File: src/rtl/pwm_pkg.sv
// pwm_pkg: constants and types shared by the PWM generator and the
// PWM duty decoder.
//   DUTY_MAX    : full-scale duty value in tenths (10 = 100 %)
//   DUTY_W      : width of a duty value
//   DUTY_MAX_V  : DUTY_MAX already sized to DUTY_W
//   dec_state_t : decoder divider FSM states
//   clamp_duty  : limits a quotient to DUTY_MAX
package pwm_pkg;

    localparam int unsigned DUTY_MAX = 10;
    localparam int unsigned DUTY_W   = 4;

    localparam logic [DUTY_W-1:0] DUTY_MAX_V = DUTY_W'(DUTY_MAX);

    typedef enum logic [1:0] {
        IDLE,
        DIV,
        DONE
    } dec_state_t;

    function automatic logic [DUTY_W-1:0] clamp_duty(input logic [DUTY_W-1:0] q);
        return (q > DUTY_MAX_V) ? DUTY_MAX_V : q;
    endfunction

endpackage

File: src/rtl/pwm_duty_div.sv
// pwm_duty_div: repeated-subtraction divider that turns a captured
// (period, high) pair into a rounded duty value in tenths.
//   clk, rst : clock, synchronous active-high reset
//   start_i  : capture request; accepted only in IDLE, ignored otherwise
//   per_i    : captured period in clk cycles (never 0 when start_i is high)
//   hi_i     : captured high time in clk cycles
//   done_o   : high for the single DONE cycle; per_o/hi_o/duty_o valid then
//   per_o    : period held for the current/last division
//   hi_o     : high time held for the current/last division
//   duty_o   : round(hi*10/per), clamped to DUTY_MAX
module pwm_duty_div
    import pwm_pkg::*;
#(
    parameter int unsigned CNT_W = 16
) (
    input  logic              clk,
    input  logic              rst,
    input  logic              start_i,
    input  logic [CNT_W-1:0]  per_i,
    input  logic [CNT_W-1:0]  hi_i,
    output logic              done_o,
    output logic [CNT_W-1:0]  per_o,
    output logic [CNT_W-1:0]  hi_o,
    output logic [DUTY_W-1:0] duty_o
);

    // hi*10 + per/2 fits in CNT_W+4 bits for any hi, per < 2^CNT_W.
    localparam int unsigned REM_W = CNT_W + 4;

    dec_state_t         state_q;
    logic [REM_W-1:0]   rem_q;
    logic [DUTY_W-1:0]  q_q;
    logic [CNT_W-1:0]   per_q;
    logic [CNT_W-1:0]   hi_q;
    logic [REM_W-1:0]   per_ext;

    assign per_ext = REM_W'(per_q);

    always_ff @(posedge clk) begin
        if (rst) begin
            state_q <= IDLE;
            rem_q   <= '0;
            q_q     <= '0;
            per_q   <= '0;
            hi_q    <= '0;
        end else begin
            case (state_q)
                IDLE: begin
                    if (start_i) begin
                        per_q   <= per_i;
                        hi_q    <= hi_i;
                        // Adding per/2 before dividing rounds to nearest.
                        rem_q   <= REM_W'(hi_i) * REM_W'(10) + REM_W'(per_i >> 1);
                        q_q     <= '0;
                        state_q <= DIV;
                    end
                end
                DIV: begin
                    // The all-ones stop keeps q from wrapping should a
                    // malformed pair ever arrive; real inputs end at q <= 10.
                    if ((rem_q >= per_ext) && (q_q != '1)) begin
                        rem_q <= rem_q - per_ext;
                        q_q   <= q_q + DUTY_W'(1);
                    end else begin
                        state_q <= DONE;
                    end
                end
                DONE: begin
                    state_q <= IDLE;
                end
                default: begin
                    state_q <= IDLE;
                end
            endcase
        end
    end

    assign done_o = (state_q == DONE);
    assign per_o  = per_q;
    assign hi_o   = hi_q;
    assign duty_o = clamp_duty(q_q);

endmodule

File: src/rtl/pwm_duty_decoder.sv
// pwm_duty_decoder: measures period and high time of an incoming PWM
// waveform in clk cycles and reports the duty cycle in tenths.
//   clk        : single clock
//   rst        : synchronous active-high reset
//   pwm_in     : asynchronous PWM input
//   period_out : cycles between the last two rising edges (0 when stuck)
//   high_out   : high cycles within that period (0 when stuck)
//   duty_out   : duty in tenths 0..10 (10/0 for a line stuck high/low)
//   valid      : one-cycle pulse when the three outputs update
//   stuck      : no rising edge for 2^CNT_W-1 cycles; cleared by next rise
module pwm_duty_decoder
    import pwm_pkg::*;
#(
    parameter int unsigned CNT_W = 16
) (
    input  logic              clk,
    input  logic              rst,
    input  logic              pwm_in,
    output logic [CNT_W-1:0]  period_out,
    output logic [CNT_W-1:0]  high_out,
    output logic [DUTY_W-1:0] duty_out,
    output logic              valid,
    output logic              stuck
);

    localparam logic [CNT_W-1:0] CNT_MAX = '1;
    localparam logic [CNT_W-1:0] CNT_ONE = CNT_W'(1);

    // Input conditioning
    logic sync1_q;
    logic sync2_q;
    logic dly_q;
    logic rise;

    // Measurement state
    logic [CNT_W-1:0] per_cnt_q, per_cnt_d;
    logic [CNT_W-1:0] hi_cnt_q,  hi_cnt_d;
    logic             armed_q,   armed_d;
    logic             stuck_q,   stuck_d;
    logic             capture;
    logic             stuck_fire;

    // Registered outputs
    logic [CNT_W-1:0]  period_q, period_d;
    logic [CNT_W-1:0]  high_q,   high_d;
    logic [DUTY_W-1:0] duty_q,   duty_d;
    logic              valid_q,  valid_d;

    // Divider interface
    logic              div_done;
    logic [CNT_W-1:0]  div_per;
    logic [CNT_W-1:0]  div_hi;
    logic [DUTY_W-1:0] div_duty;

    // Both edges come out of the same sync+delay chain, so the falling
    // edge needs no separate detector: hi_cnt just follows the synced level.
    assign rise = sync2_q & ~dly_q;

    always_comb begin
        per_cnt_d = per_cnt_q;
        hi_cnt_d  = hi_cnt_q;
        armed_d   = armed_q;
        stuck_d   = stuck_q;
        period_d  = period_q;
        high_d    = high_q;
        duty_d    = duty_q;
        valid_d   = 1'b0;
        capture   = 1'b0;

        stuck_fire = (per_cnt_q == CNT_MAX) && !stuck_q && !rise;

        if (rise) begin
            // The rise cycle itself is the first cycle of the new period
            // and is high, hence restart at 1 rather than 0.
            per_cnt_d = CNT_ONE;
            hi_cnt_d  = CNT_ONE;
            if (armed_q) begin
                capture = 1'b1;
            end else begin
                armed_d = 1'b1;
                stuck_d = 1'b0;
            end
        end else begin
            if (per_cnt_q != CNT_MAX) begin
                per_cnt_d = per_cnt_q + CNT_ONE;
            end
            if (sync2_q && (hi_cnt_q != CNT_MAX)) begin
                hi_cnt_d = hi_cnt_q + CNT_ONE;
            end
        end

        // Stuck forcing takes priority over a coincident divider result,
        // so only one valid is issued in that cycle.
        if (stuck_fire) begin
            stuck_d  = 1'b1;
            armed_d  = 1'b0;
            period_d = '0;
            high_d   = '0;
            duty_d   = sync2_q ? DUTY_MAX_V : '0;
            valid_d  = 1'b1;
        end else if (div_done && !stuck_q) begin
            period_d = div_per;
            high_d   = div_hi;
            duty_d   = div_duty;
            valid_d  = 1'b1;
        end
    end

    always_ff @(posedge clk) begin
        if (rst) begin
            sync1_q   <= 1'b0;
            sync2_q   <= 1'b0;
            dly_q     <= 1'b0;
            per_cnt_q <= '0;
            hi_cnt_q  <= '0;
            armed_q   <= 1'b0;
            stuck_q   <= 1'b0;
            period_q  <= '0;
            high_q    <= '0;
            duty_q    <= '0;
            valid_q   <= 1'b0;
        end else begin
            sync1_q   <= pwm_in;
            sync2_q   <= sync1_q;
            dly_q     <= sync2_q;
            per_cnt_q <= per_cnt_d;
            hi_cnt_q  <= hi_cnt_d;
            armed_q   <= armed_d;
            stuck_q   <= stuck_d;
            period_q  <= period_d;
            high_q    <= high_d;
            duty_q    <= duty_d;
            valid_q   <= valid_d;
        end
    end

    // Captures arriving while the divider is busy are ignored by it;
    // the counters above have already restarted regardless.
    pwm_duty_div #(
        .CNT_W (CNT_W)
    ) u_div (
        .clk     (clk),
        .rst     (rst),
        .start_i (capture),
        .per_i   (per_cnt_q),
        .hi_i    (hi_cnt_q),
        .done_o  (div_done),
        .per_o   (div_per),
        .hi_o    (div_hi),
        .duty_o  (div_duty)
    );

    assign period_out = period_q;
    assign high_out   = high_q;
    assign duty_out   = duty_q;
    assign valid      = valid_q;
    assign stuck      = stuck_q;

endmodule

File: config.mk
export PLATFORM = sky130hd
export DESIGN_NAME = pwm_duty_decoder
export DESIGN_NICKNAME = d
export VERILOG_FILES = /design/src/rtl/pwm_pkg.sv /design/src/rtl/pwm_duty_div.sv /design/src/rtl/pwm_duty_decoder.sv
export SDC_FILE = /design/constraint.sdc
export NUM_CORES = 1
export LEC_CHECK = 0
export ABC_AREA = 1
export BUFFER_PORTS_ARGS = -buffer_cell sky130_fd_sc_hd__buf_2
export CAP_MARGIN = 15
export CORE_ASPECT_RATIO = 1.2
export CORE_MARGIN = 10
export CORE_UTILIZATION = 55
export CTS_BUF_LIST = sky130_fd_sc_hd__clkbuf_8
export DETAILED_ROUTE_END_ITERATION = 6
export PLACE_DENSITY = 0.76
export SYNTH_ARGS = -nofsm -noshare
export SYNTH_HDL_FRONTEND = slang
export SYNTH_SLANG_ARGS = --single-unit
File: constraint.sdc
create_clock -name clk -period 3.1 [get_ports clk]
set_input_delay 0.465 -clock clk [delete_from_list [all_inputs] [get_ports clk]]
set_output_delay 0.465 -clock clk [all_outputs]
set_load 0.005 [all_outputs]
==> results.md, run 1 <==
* CTS root buffer: clkbuf_8
* Worst EP required at roughly 3.5 ns
* Max incr delay on CP at between 0.3 and 0.4 ns
* Worst-path fanout max at 3
* Ys flop type: dfxtp_1
* Top sig layer: met4
* FMAX at 316 MHz
* Met1 WL at 8.60 mm
* Hold Slack at 0.210 ns
* Drt pass-1 iters at 5
* Number of global-route vias before repair at 7170
* Ranking of synthesized cells by area: dfxtp_1 (34%), nand2_1 (13%), ha_1 (10%)
* Max-cap violation count at 0
* CP Buf/Inv Count at 3
* Port Buffers at 40
* Worst setup EP type: register
* Worst Path Arrival at around 3.5 ns
* Finish-stage setup viols at 4
* Area of the multi-input gates at ~4800 um^2
* Routed length on met2 at ~11 mm
* Leak at 0.00433 uW
* Starting Density at between 50% and 60%
* CP Class: reg2reg
* Clock transition at path regs at 0.08 ns
* RePlAce Congestion at 0.968
* Tmin final at around 3.2 ns
* First-pass GRT wire length at 33.7 mm
* Pre-CTS setup slack at -0.130 ns
* Post-synth EDFFs at 0
* Setup slack after layout at -0.0650 ns
* Synthesized cell area at 7840 um^2
* Ports at 41
* Detailed Place HPWL at ~16 mm
* Final antenna diode count at 0
* Largest area contributor in the netlist: dfxtp_1
* Final hold vios at 0
* Synth warnings at 0
* CP Launch Type: register
* Pwr per Cell Area at ~380 nW/um^2
* Final layout net count at roughly 1300
* Critical path's most frequent cell: nand2_1
* Core Rows at 47
* Fraction of layout cells with a size suffix above 1 at 15.5%
* Largest net degree at the start of global routing at 38
* Via count at 7598
* Initial antenna violation count at 0
* Synth cell types at 48
* Actual slew at the worst max-slew pin at ~0.65 ns
* Number of vias per cell at 5.50
* Total grt overflow at 0
* Final period util at 102%
* Clk buf depth at 2
* Post-Synthesis Cells at 1117
* Clock Skews at 0.0120 ns
* Ys async rst share at 0%
* Synth-to-layout area growth at 16.3%
* All-layer global routing usage at 21.1%
* CTS tree: built
* Wire length on met3 at 926 um
* RSZ-0062 raised after global routing: true
* Worst-path cell chain: ha_4 -> ha_4 -> inv_2 -> fa_2 -> buf_4 -> xnor2_1 -> ha_1 -> a21oi_2 -> nand2_2 -> a21oi_2 -> buf_4 -> nor2_1 -> o21ai_0 -> nand2_1 -> nand2_1 -> nand2_1
* Chip Width at 129 um
* Most frequent cells in the layout: nand2_1 (259), dfxtp_1 (126), a21oi_1 (121), inv_1 (115), o21ai_0 (92)
* Slew headroom at between 50% and 60%
* Commonest non-fill, non-tap cell in the layout: nand2_1
* Share of the synthesized area in the top cell type at approximately a third
* WL/cell at about 15 um
* Routed WL at 20.6 mm
* Setup TNS at -0.178 ns
* Clock buffer count from CTS at 17
* Syn Area/Cell at 7.02 um^2
* Seq/Total Area, Yosys at about a third
* H-tree Lvls at 4
* Cell family with most CP delay: adder cells
* Antenna viol nets, final at 0
* Worst-Skew Late Latency at 0.45 ns
* 1st-iter DRT viols at 508
* Status: finished with violations
* Failing checks: negative setup slack
* Sink Count at approximately 130
* Syn Nets at 1186
* Max IR drop VDD at 341 uV
* Max-slew violations at 0
* Seq cells post-synth at 132
* Register Area at 2650 um^2
* Hold Path Class: in2reg
* DRC violation count after routing at 0
* Cts hold-fix bufs at 0
* Core area at 13900 um^2
* CP max-delay cell: fa_2
* Die area at around 20000 um^2
* Die H at 151 um
* Fillcell total at 1217
## cell families (layout without fill, tap and decap cells)
family,after synthesis,in the layout,share of synthesized area [%]
AOI/OAI and AO/OA,258,258,17.3
xor gates and xnor gates,34,34,3.80
adders and majority gates,66,66,10.8
buffers and inverters,152,245,7.69
DFF,132,132,33.7
muxes,3,3,0.383
and+or+nand+nor,472,472,26.3
## path summary, 6_finish.rpt
path                                               endpoint  depth (start not counted)                startpoint  slack (ns)
worst max-delay path            u_div.rem_q[9]$_SDFFE_PP0P_                         16  hi_cnt_q[3]$_SDFFE_PP0P_       -0.07
worst min-delay path                     sync1_q$_SDFF_PP0_                          3                    pwm_in        0.21
worst max register to register  u_div.rem_q[9]$_SDFFE_PP0P_                         16  hi_cnt_q[3]$_SDFFE_PP0P_       -0.07
worst min register to register           sync2_q$_SDFF_PP0_                          2        sync1_q$_SDFF_PP0_        0.41
## per-layer routing
| layer | vias up | GRT usage [%] |
|---|---|---|
| met5 | - | 0 |
| met4 | 0 | 8.54 |
| met3 | 45 | 3.50 |
| met2 | 192 | 37.2 |
| met1 | 3487 | 25.0 |
| li1 | 3874 | - |
## tightest hold or removal path, delay by kind of cell
kind / cells / cell delay, ns
buffers and inverters: 2 / 0.10
and+or+nand+nor: 1 / 0.06
## power by group
group          internal (uW)  switching (uW)
logic                   65.9             136
registers               1710            11.8
clock network            762             777
## flip-flops by register name, indices dropped and copies added (netlist names), 2 cells and up
name and cells:
u_div.hi_o 16, u_div.state_q 2, hi_cnt_q 16, u_div.per_o 16
high_out 16, u_div.rem_q 20, per_cnt_q 16, u_div.q_q 4
duty_out 4, period_out 16
## cell usage after synthesis (2+ instances only)
library cell	count
o21a_1	3
xnor2_1	12
o31ai_1	2
buf_6	2
nor3b_1	3
nor3_2	4
nand2_2	4
or2_1	2
nor2_1	86
o21ai_0	95
clkinv_1	2
ha_1	63
o21ai_1	3
fa_1	3
nor2_2	2
nand3b_1	4
o21bai_1	4
nand3_2	4
and3_1	2
nand3_1	53
a21oi_1	130
o211ai_1	2
and2_1	3
dfxtp_1	132
inv_2	3
nand4_1	15
a21o_1	7
nand2_1	267
buf_4	3
mux2i_1	3
clkbuf_1	21
nor3_1	14
inv_1	117
inv_4	2
a31oi_1	8
xor2_1	22
nor2_4	4
## final cells by class
type                            count  area share, %
Clock buffer                       18           2.72
Clock inverter                     13           1.76
Inverter                          124           5.16
Multi-Input combinational cell    833           52.6
Sequential cell                   132           29.1
Tap cell                          171           2.35
Timing Repair Buffer               90           6.31
## through the flow
stage                     total power, uW  cell area, um^2  util (%)  cells
after floorplan                      1900             7840         -   1117
after global placement               1950             8470      61.0   1345
after detailed placement             1950             8470      61.0   1345
after CTS                            3470             8980      64.7   1378
after global routing                 3570             9120      65.7   1381
final                                3460             9120      65.7   1381
## timing repair
action / 4_1_cts / 5_1_grt
setup buffers: 2 / 3
gates resized for setup: 15 / 32
endpoints found under the setup margin: 8 / 11
pin swaps: 8 / 21
(Power assumes the default switching activity.)
==> run 2, diff against run 1 <==
CORE_UTILIZATION = 50   (was 55)
PLACE_DENSITY = 0.7   (was 0.76)
REMOVE_ABC_BUFFERS = 1   (was not set)
==> run 2 against run 1 <==
Maximum frequency fell by 1.6%; largest power group unchanged; register-to-register slack got worse by 0.05 ns; clock skew grew 0.00081 ns; hold slack got worse by 0.012 ns; the run ends with design-rule violations, negative setup slack left.
==> results.md, run 2 (synthesis results as in run 1) <==
* Status: finished with violations
* Failing checks: design-rule violations, negative setup slack
* Clock Skews at 0.0128 ns (+0.000814 ns)
* Ports at 41 (unchanged)
* Hold Path Class: in2reg
* RSZ-0062 raised after global routing: true
* Worst Setup EP: u_div.rem_q[19]$_SDFFE_PP0P_
* Int Power at 2620 uW (+3.2%)
* GR Util met2 at 34.9% (-2.2 points)
* First-pass GRT wire length at 34.3 mm (+1.6%)
* Final antenna diode count at 0 (unchanged)
* CTS tree: built
* Net Sw Frac at 26.2% (-0.55 points)
* Worst r2r dst: u_div.rem_q[19]$_SDFFE_PP0P_
* CTS root buffer: clkbuf_8
* Sink Count at 132 (unchanged)
* Top Usage Layer GRT: met2
* Synth-to-layout area growth at 20.9%
* WL/cell at 14.6 um (-2.1%)
* Crit path from: hi_cnt_q[3]$_SDFFE_PP0P_
* Tmin final at 3.22 ns (+0.0504 ns)
* FMAX at 311 MHz (-1.6%)
* Port Buffers at 40 (unchanged)
* Detailed Place HPWL at 15.8 mm (+2.1%)
* Antenna viol nets, final at 0 (unchanged)
* 1st-iter DRT viols at 454 (-11%)
* Clk pwr share at 45.7% (+1.2 points)
* H-tree Lvls at 4 (unchanged)
* Worst-Skew Late Latency at 0.47 ns (+0.02 ns)
* Reg2Reg Setup Slack at -0.12 ns (-0.05 ns)
* Worst R2R Start: hi_cnt_q[3]$_SDFFE_PP0P_
* Worst EP required at 3.46 ns (about the same)
* Commonest non-fill, non-tap cell in the layout: nand2_1
* Worst Path Arrival at 3.57 ns (+0.06 ns)
* RePlAce Congestion at 0.936 (-3.4%)
* Max-slew violations at 0 (unchanged)
* Routed WL at 21.1 mm (+2.2%)
* Core Rows at 50 (+6.4%)
* Cell family with most CP delay: adder cells
* Fin cells at 1441 (+4.3%)
* Worst-path cell chain: ha_4 -> ha_4 -> inv_2 -> fa_2 -> o21ai_2 -> buf_6 -> nand2_4 -> nand2_4 -> a21oi_2 -> xnor2_1 -> ha_1 -> buf_6 -> a21o_1 -> a31oi_1 -> o211ai_1 -> nand3_1 -> inv_1 -> nand2_1 -> nand2_2 -> a21oi_2 -> nor2_1
* Final period util at 104% (+1.6 points)
* Drt pass-1 iters at 7 (+2)
* Largest net degree at the start of global routing at 37 (-2.6%)
* Reg2Reg Depth at 21 (+5)
* Starting Density at 50.5% (-6.0 points)
* Slew headroom at 56.3% (about the same)
* Placed Cells at 1397 (+3.9%)
* P_sw at 928 uW (+0.33%)
* Die area at 21100 um^2 (+8.5%)
* Max incr delay on CP at 0.35 ns (-0.03 ns)
* CP Buf/Inv Count at 4 (+1)
* All-layer global routing usage at 19.8% (-1.3 points)
* CP Class: reg2reg
* Register share of total power at 48.5% (-1.2 points)
* CP max-delay cell: dfxtp_2
* Worst-path fanout max at 4 (+1)
* Most frequent cells in the layout: nand2_1 (256), dfxtp_1 (125), a21oi_1 (120), inv_1 (115), o21ai_0 (89)
* Largest Register: u_div.rem_q
* Worst setup EP type: register
* DRC violation count after routing at 3 (+3)
* Met1 Resource Use GR at 22.9% (-2.1 points)
* Clk buf depth at 2 (unchanged)
* Total grt overflow at 0 (unchanged)
* Max IR drop VDD at 227 uV (-33%)
* Clock buffer count from CTS at 17 (unchanged)
* Via count at 7568 (-0.39%)
* Core area at 15500 um^2 (+12%)
* Pre-CTS setup slack at -0.154 ns (-0.0248 ns)
* Final hold vios at 0 (unchanged)
* Leak at 0.00446 uW (+2.9%)
* Chip Width at 134 um (+4.1%)
* Number of global-route vias before repair at 7324 (+2.1%)
* Finish-stage setup viols at 4 (unchanged)
* WP depth at 21 (+5)
* CP Launch Type: register
* Actual slew at the worst max-slew pin at 0.652 ns (+0.00343 ns)
* Cts hold-fix bufs at 0 (unchanged)
* Pwr per Cell Area at 374 nW/um^2 (-1.4%)
* Initial antenna violation count at 0 (unchanged)
* Fraction of layout cells with a size suffix above 1 at 18.2% (+2.6 points)
* Max reg flops at 20 (unchanged)
* Setup slack after layout at -0.115 ns (-0.0504 ns)
* Number of vias per cell at 5.25 (-4.5%)
* Final layout net count at 1289 (+1.7%)
* Die H at 157 um (+4.2%)
* Clock transition at path regs at 0.09 ns (about the same)
* M3 GR Usage at 3.54% (+0.043 points)
* Max-cap violation count at 0 (unchanged)
* Logic pwr share at 5.8% (about the same)
-- run 2: cell count changes in the layout (fill, tap and decap cells not counted), moves of 3 or more --
| cell | previous run | this run |
|---|---|---|
| buf_4 | 50 | 66 |
| buf_6 | 0 | 6 |
| clkinv_4 | 1 | 4 |
| ha_1 | 55 | 51 |
| ha_4 | 7 | 12 |
| inv_6 | 7 | 4 |
| nand2_1 | 259 | 256 |
| nand3_1 | 52 | 49 |
| nand3_2 | 5 | 8 |
| o21ai_0 | 92 | 89 |
| o21ai_1 | 5 | 8 |
-- run 2: tightest hold or removal path: stages --
cell,delay [ns]
buf_2,0.09
inv_1,0.04
nor2_1,0.03
-- run 2: what timing repair did --
action                     4_1_cts  5_1_grt
resized for setup               22       48
setup endpoints to repair       10       10
pin swaps                       21       40
buffers inserted                 7        5
-- run 2: through the flow --
step           utilization (%)  TNS, ns  instance area (um^2)  power (uW)  hold slack [ns]
3_3_place_gp              55.6   -0.280                  8620        1960            0.394
3_5_place_dp              55.6   -0.587                  8620        1960            0.396
2_1_floorplan                -   -0.132                  7710        1890            0.388
6_report                  61.1   -0.229                  9480        3540            0.198
4_1_cts                   59.5   -0.212                  9230        3560            0.175
5_1_grt                   61.1    -1.81                  9480        3660            0.185
-- run 2: power by group through the flow --
stage	Sequential, uW	Clock (uW)	Combinational [uW]
6_report	1720	1620	206
5_1_grt	1720	1710	228
4_1_cts	1720	1640	203
3_5_place_dp	1760	0	201
3_3_place_gp	1760	0	199
2_1_floorplan	1760	0	132
-- run 2: how the worst min path moves through the flow --
stage,startpoint,to,cells past startpoint
floorplan,sync1_q$_SDFF_PP0_,sync2_q$_SDFF_PP0_,2
global placement,sync1_q$_SDFF_PP0_,sync2_q$_SDFF_PP0_,2
detailed placement,sync1_q$_SDFF_PP0_,sync2_q$_SDFF_PP0_,2
CTS,pwm_in,sync1_q$_SDFF_PP0_,3
global route,pwm_in,sync1_q$_SDFF_PP0_,3
finish,pwm_in,sync1_q$_SDFF_PP0_,3
-- run 2: cell type report --
type	count	area, um^2
clock inverter	14	190
multi-input combinational	833	4900
timing repair buffer	112	763
inverter	124	470
sequential	132	2650
fill	1490	6030
tap	208	260
clock buffer	18	248
-- run 2: per-layer routing --
metal,wire (um),share of wire (%)
met3,905,4.3
met1,9120,43
met2,10500,50
met4,533,2.5
met5,0,0
==> run 3, diff against run 2 <==
PLACE_DENSITY = not set   (was 0.7)
PLACE_DENSITY_LB_ADDON = 0.25   (was not set)
SLEW_MARGIN = 30   (was not set)
==> run 3 against run 2 <==
The run ends with negative setup slack left; power is 6.3% lower; sequential power hardly changed; sequential share of layout area is 0.37 points higher; wire length is 0.68% higher; critical endpoint unchanged; highest routed layer unchanged.
==> results.md, run 3 (synthesis results as in run 1) <==
* Status: finished with violations
* Failing checks: negative setup slack
* CTS root buffer: clkbuf_8
* Commonest non-fill, non-tap cell in the layout: nand2_1
* All-layer global routing usage at 19.9% (+0.11 points)
* H-tree Lvls at 4 (unchanged)
* Worst Path Arrival at 3.49 ns (-0.08 ns)
* Worst EP required at 3.46 ns (about the same)
* CP Launch Type: register
* Hold Slack at 0.192 ns (-0.00600 ns)
* Placed Cells at 1395 (-0.14%)
* DRC violation count after routing at 0 (-3)
* Final period util at 101% (-2.6 points)
* Die area at 21100 um^2 (unchanged)
* Routed length on met2 at 10.6 mm (+0.56%)
* Max incr delay on CP at 0.35 ns (about the same)
* Reg2Reg Depth at 20 (-4.8%)
* Starting Density at 50.5% (unchanged)
* Finish-stage setup viols at 1 (-3)
* Core area at 15500 um^2 (unchanged)
* Pre-CTS setup slack at -0.144 ns (+0.0100 ns)
* Via count at 7590 (+0.29%)
* First-pass GRT wire length at 34.2 mm (-0.28%)
* Routed WL at 21.2 mm (+0.68%)
* Max reg flops at 20 (unchanged)
* Ports at 41 (unchanged)
* Detailed Place HPWL at 15.8 mm (-0.24%)
* Top sig layer: met4
* Worst-Skew Late Latency at 0.47 ns (about the same)
* Actual slew at the worst max-slew pin at 0.676 ns (+0.0246 ns)
* RePlAce Congestion at 0.918 (-1.9%)
* Drt pass-1 iters at 6 (-1)
* Total power at 3320 uW (-6.3%)
* Worst-path cell chain: ha_4 -> ha_4 -> inv_2 -> fa_2 -> o21ai_2 -> nand2_1 -> nand2_2 -> buf_6 -> xor2_1 -> ha_1 -> nand2_2 -> inv_1 -> a21oi_2 -> o211ai_1 -> nand3_1 -> inv_1 -> nand2_1 -> nand2_1 -> a21oi_2 -> nor2_1
* Initial antenna violation count at 0 (unchanged)
* Core Rows at 50 (unchanged)
* Total grt overflow at 0 (unchanged)
* Clk buf depth at 2 (unchanged)
* Pwr per Cell Area at 354 nW/um^2 (-5.2%)
* Port Buffers at 40 (unchanged)
* Chip Width at 134 um (unchanged)
* Met1 WL at 9.13 mm (+0.11%)
* Worst min-delay path startpoint: pwm_in
* Synth-to-layout area growth at 19.4%
* Setup TNS at -0.0352 ns (+0.194 ns)
* CP Class: reg2reg
* Number of global-route vias before repair at 7249 (-1.0%)
* 1st-iter DRT viols at 492 (+8.4%)
* Worst R2R Start: hi_cnt_q[3]$_SDFFE_PP0P_
* Worst-path fanout max at 4 (unchanged)
* Antenna viol nets, final at 0 (unchanged)
* Most frequent cells in the layout: nand2_1 (255), dfxtp_1 (123), inv_1 (117), a21oi_1 (117), o21ai_0 (88)
* Crit path from: hi_cnt_q[3]$_SDFFE_PP0P_
* Setup slack after layout at -0.0352 ns (+0.0803 ns)
* Fin cells at 1437 (-0.28%)
* Fraction of layout cells with a size suffix above 1 at 18.4% (+0.22 points)
* Largest Register: u_div.rem_q
* FMAX at 319 MHz (+2.6%)
* Wire length on met3 at 753 um (-17%)
* Clock buffer count from CTS at 17 (unchanged)
* WL/cell at 14.8 um (+0.96%)
* Cts hold-fix bufs at 0 (unchanged)
* Max IR drop VDD at 270 uV (+19%)
* WHS Endpoint: sync1_q$_SDFF_PP0_
* Die H at 157 um (unchanged)
* CTS tree: built
* Max-slew violations at 0 (unchanged)
* Clock Skews at 0.0103 ns (-0.00253 ns)
* Worst setup EP type: register
* Sink Count at 132 (unchanged)
* Hold Path Class: in2reg
* Final hold vios at 0 (unchanged)
* Reg2Reg Setup Slack at -0.04 ns (+0.08 ns)
* Number of vias per cell at 5.28 (+0.57%)
* Largest net degree at the start of global routing at 37 (unchanged)
* CP max-delay cell: fa_2
* Slew headroom at 54.6% (-1.6 points)
* Leak at 0.00440 uW (-1.3%)
* Final layout net count at 1285 (-0.31%)
* Hold path cells at 3 (unchanged)
* Worst r2r dst: u_div.rem_q[19]$_SDFFE_PP0P_
* Final antenna diode count at 0 (unchanged)
* Clock transition at path regs at 0.08 ns (about the same)
* Tmin final at 3.14 ns (-0.0803 ns)
* RSZ-0062 raised after global routing: true
* Critical path's most frequent cell: nand2_1
* Fillcell total at 1464 (-1.7%)
* Max-cap violation count at 0 (unchanged)
==> run 3: cell count changes in the layout (fill, tap and decap cells not counted), moves of 3 or more <==
cell,change
buf_6,-4
nor2_1,-4
a21oi_1,-3
clkinv_2,+3
clkinvlp_4,+3
nor2_2,+3
==> run 3: timing repair <==
action	in CTS	in global routing
pin swaps	19	43
buffers inserted	4	6
setup endpoints to repair	9	11
gates resized for setup	27	47
==> run 3: report_power, final <==
part           leakage (uW)  internal, uW  switching, uW
clock              0.000182           638            758
combinational       0.00315          65.7            138
sequential          0.00107          1710           12.1
total               0.00440          2410            908
==> run 3: routing by layer <==
layer | global-route usage (%) | vias up
li1 | - | 3913
met5 | 0 | -
met4 | 10.7 | 0
met3 | 3.48 | 52
met2 | 35.3 | 162
met1 | 22.1 | 3463
==> run 3: through the flow <==
step / area, um^2 / util (%)
2_1_floorplan: 7710 / -
3_3_place_gp: 8610 / 55.5
3_5_place_dp: 8610 / 55.5
4_1_cts: 9140 / 58.9
5_1_grt: 9360 / 60.4
6_report: 9360 / 60.4
==> run 3: final cells by class <==
cell class / instances / area [um^2] / area share, %
clock buffers: 17 / 234 / 2.50
inverters: 124 / 470 / 5.02
flip-flops and latches: 132 / 2650 / 28.3
clock inverters: 15 / 134 / 1.43
multi-input cells: 833 / 4890 / 52.3
well taps: 208 / 260 / 2.78
repair buffers: 108 / 718 / 7.67
==> run 3: worst max-delay path by stage <==
| stage | cells past startpoint | to | slack [ns] |
|---|---|---|---|
| 2_1_floorplan | 22 | u_div.rem_q[17]$_SDFFE_PP0P_ | -0.07 |
| 3_3_place_gp | 21 | u_div.rem_q[18]$_SDFFE_PP0P_ | -0.09 |
| 3_5_place_dp | 23 | u_div.rem_q[18]$_SDFFE_PP0P_ | -0.14 |
| 4_1_cts | 21 | u_div.rem_q[19]$_SDFFE_PP0P_ | -0.03 |
| 5_1_grt | 22 | u_div.rem_q[19]$_SDFFE_PP0P_ | -0.21 |
| 6_report | 20 | u_div.rem_q[19]$_SDFFE_PP0P_ | -0.04 |
==> run 3: worst max-delay path: cells and delay by family (launching register included) <==
| family | cells | cell delay, ns |
|---|---|---|
| xor+xnor | 1 | 0.14 |
| flops | 1 | 0.34 |
| buf+inv | 4 | 0.24 |
| compound gates | 4 | 0.63 |
| fa+ha+maj | 4 | 1.06 |
| simple gates | 7 | 0.62 |
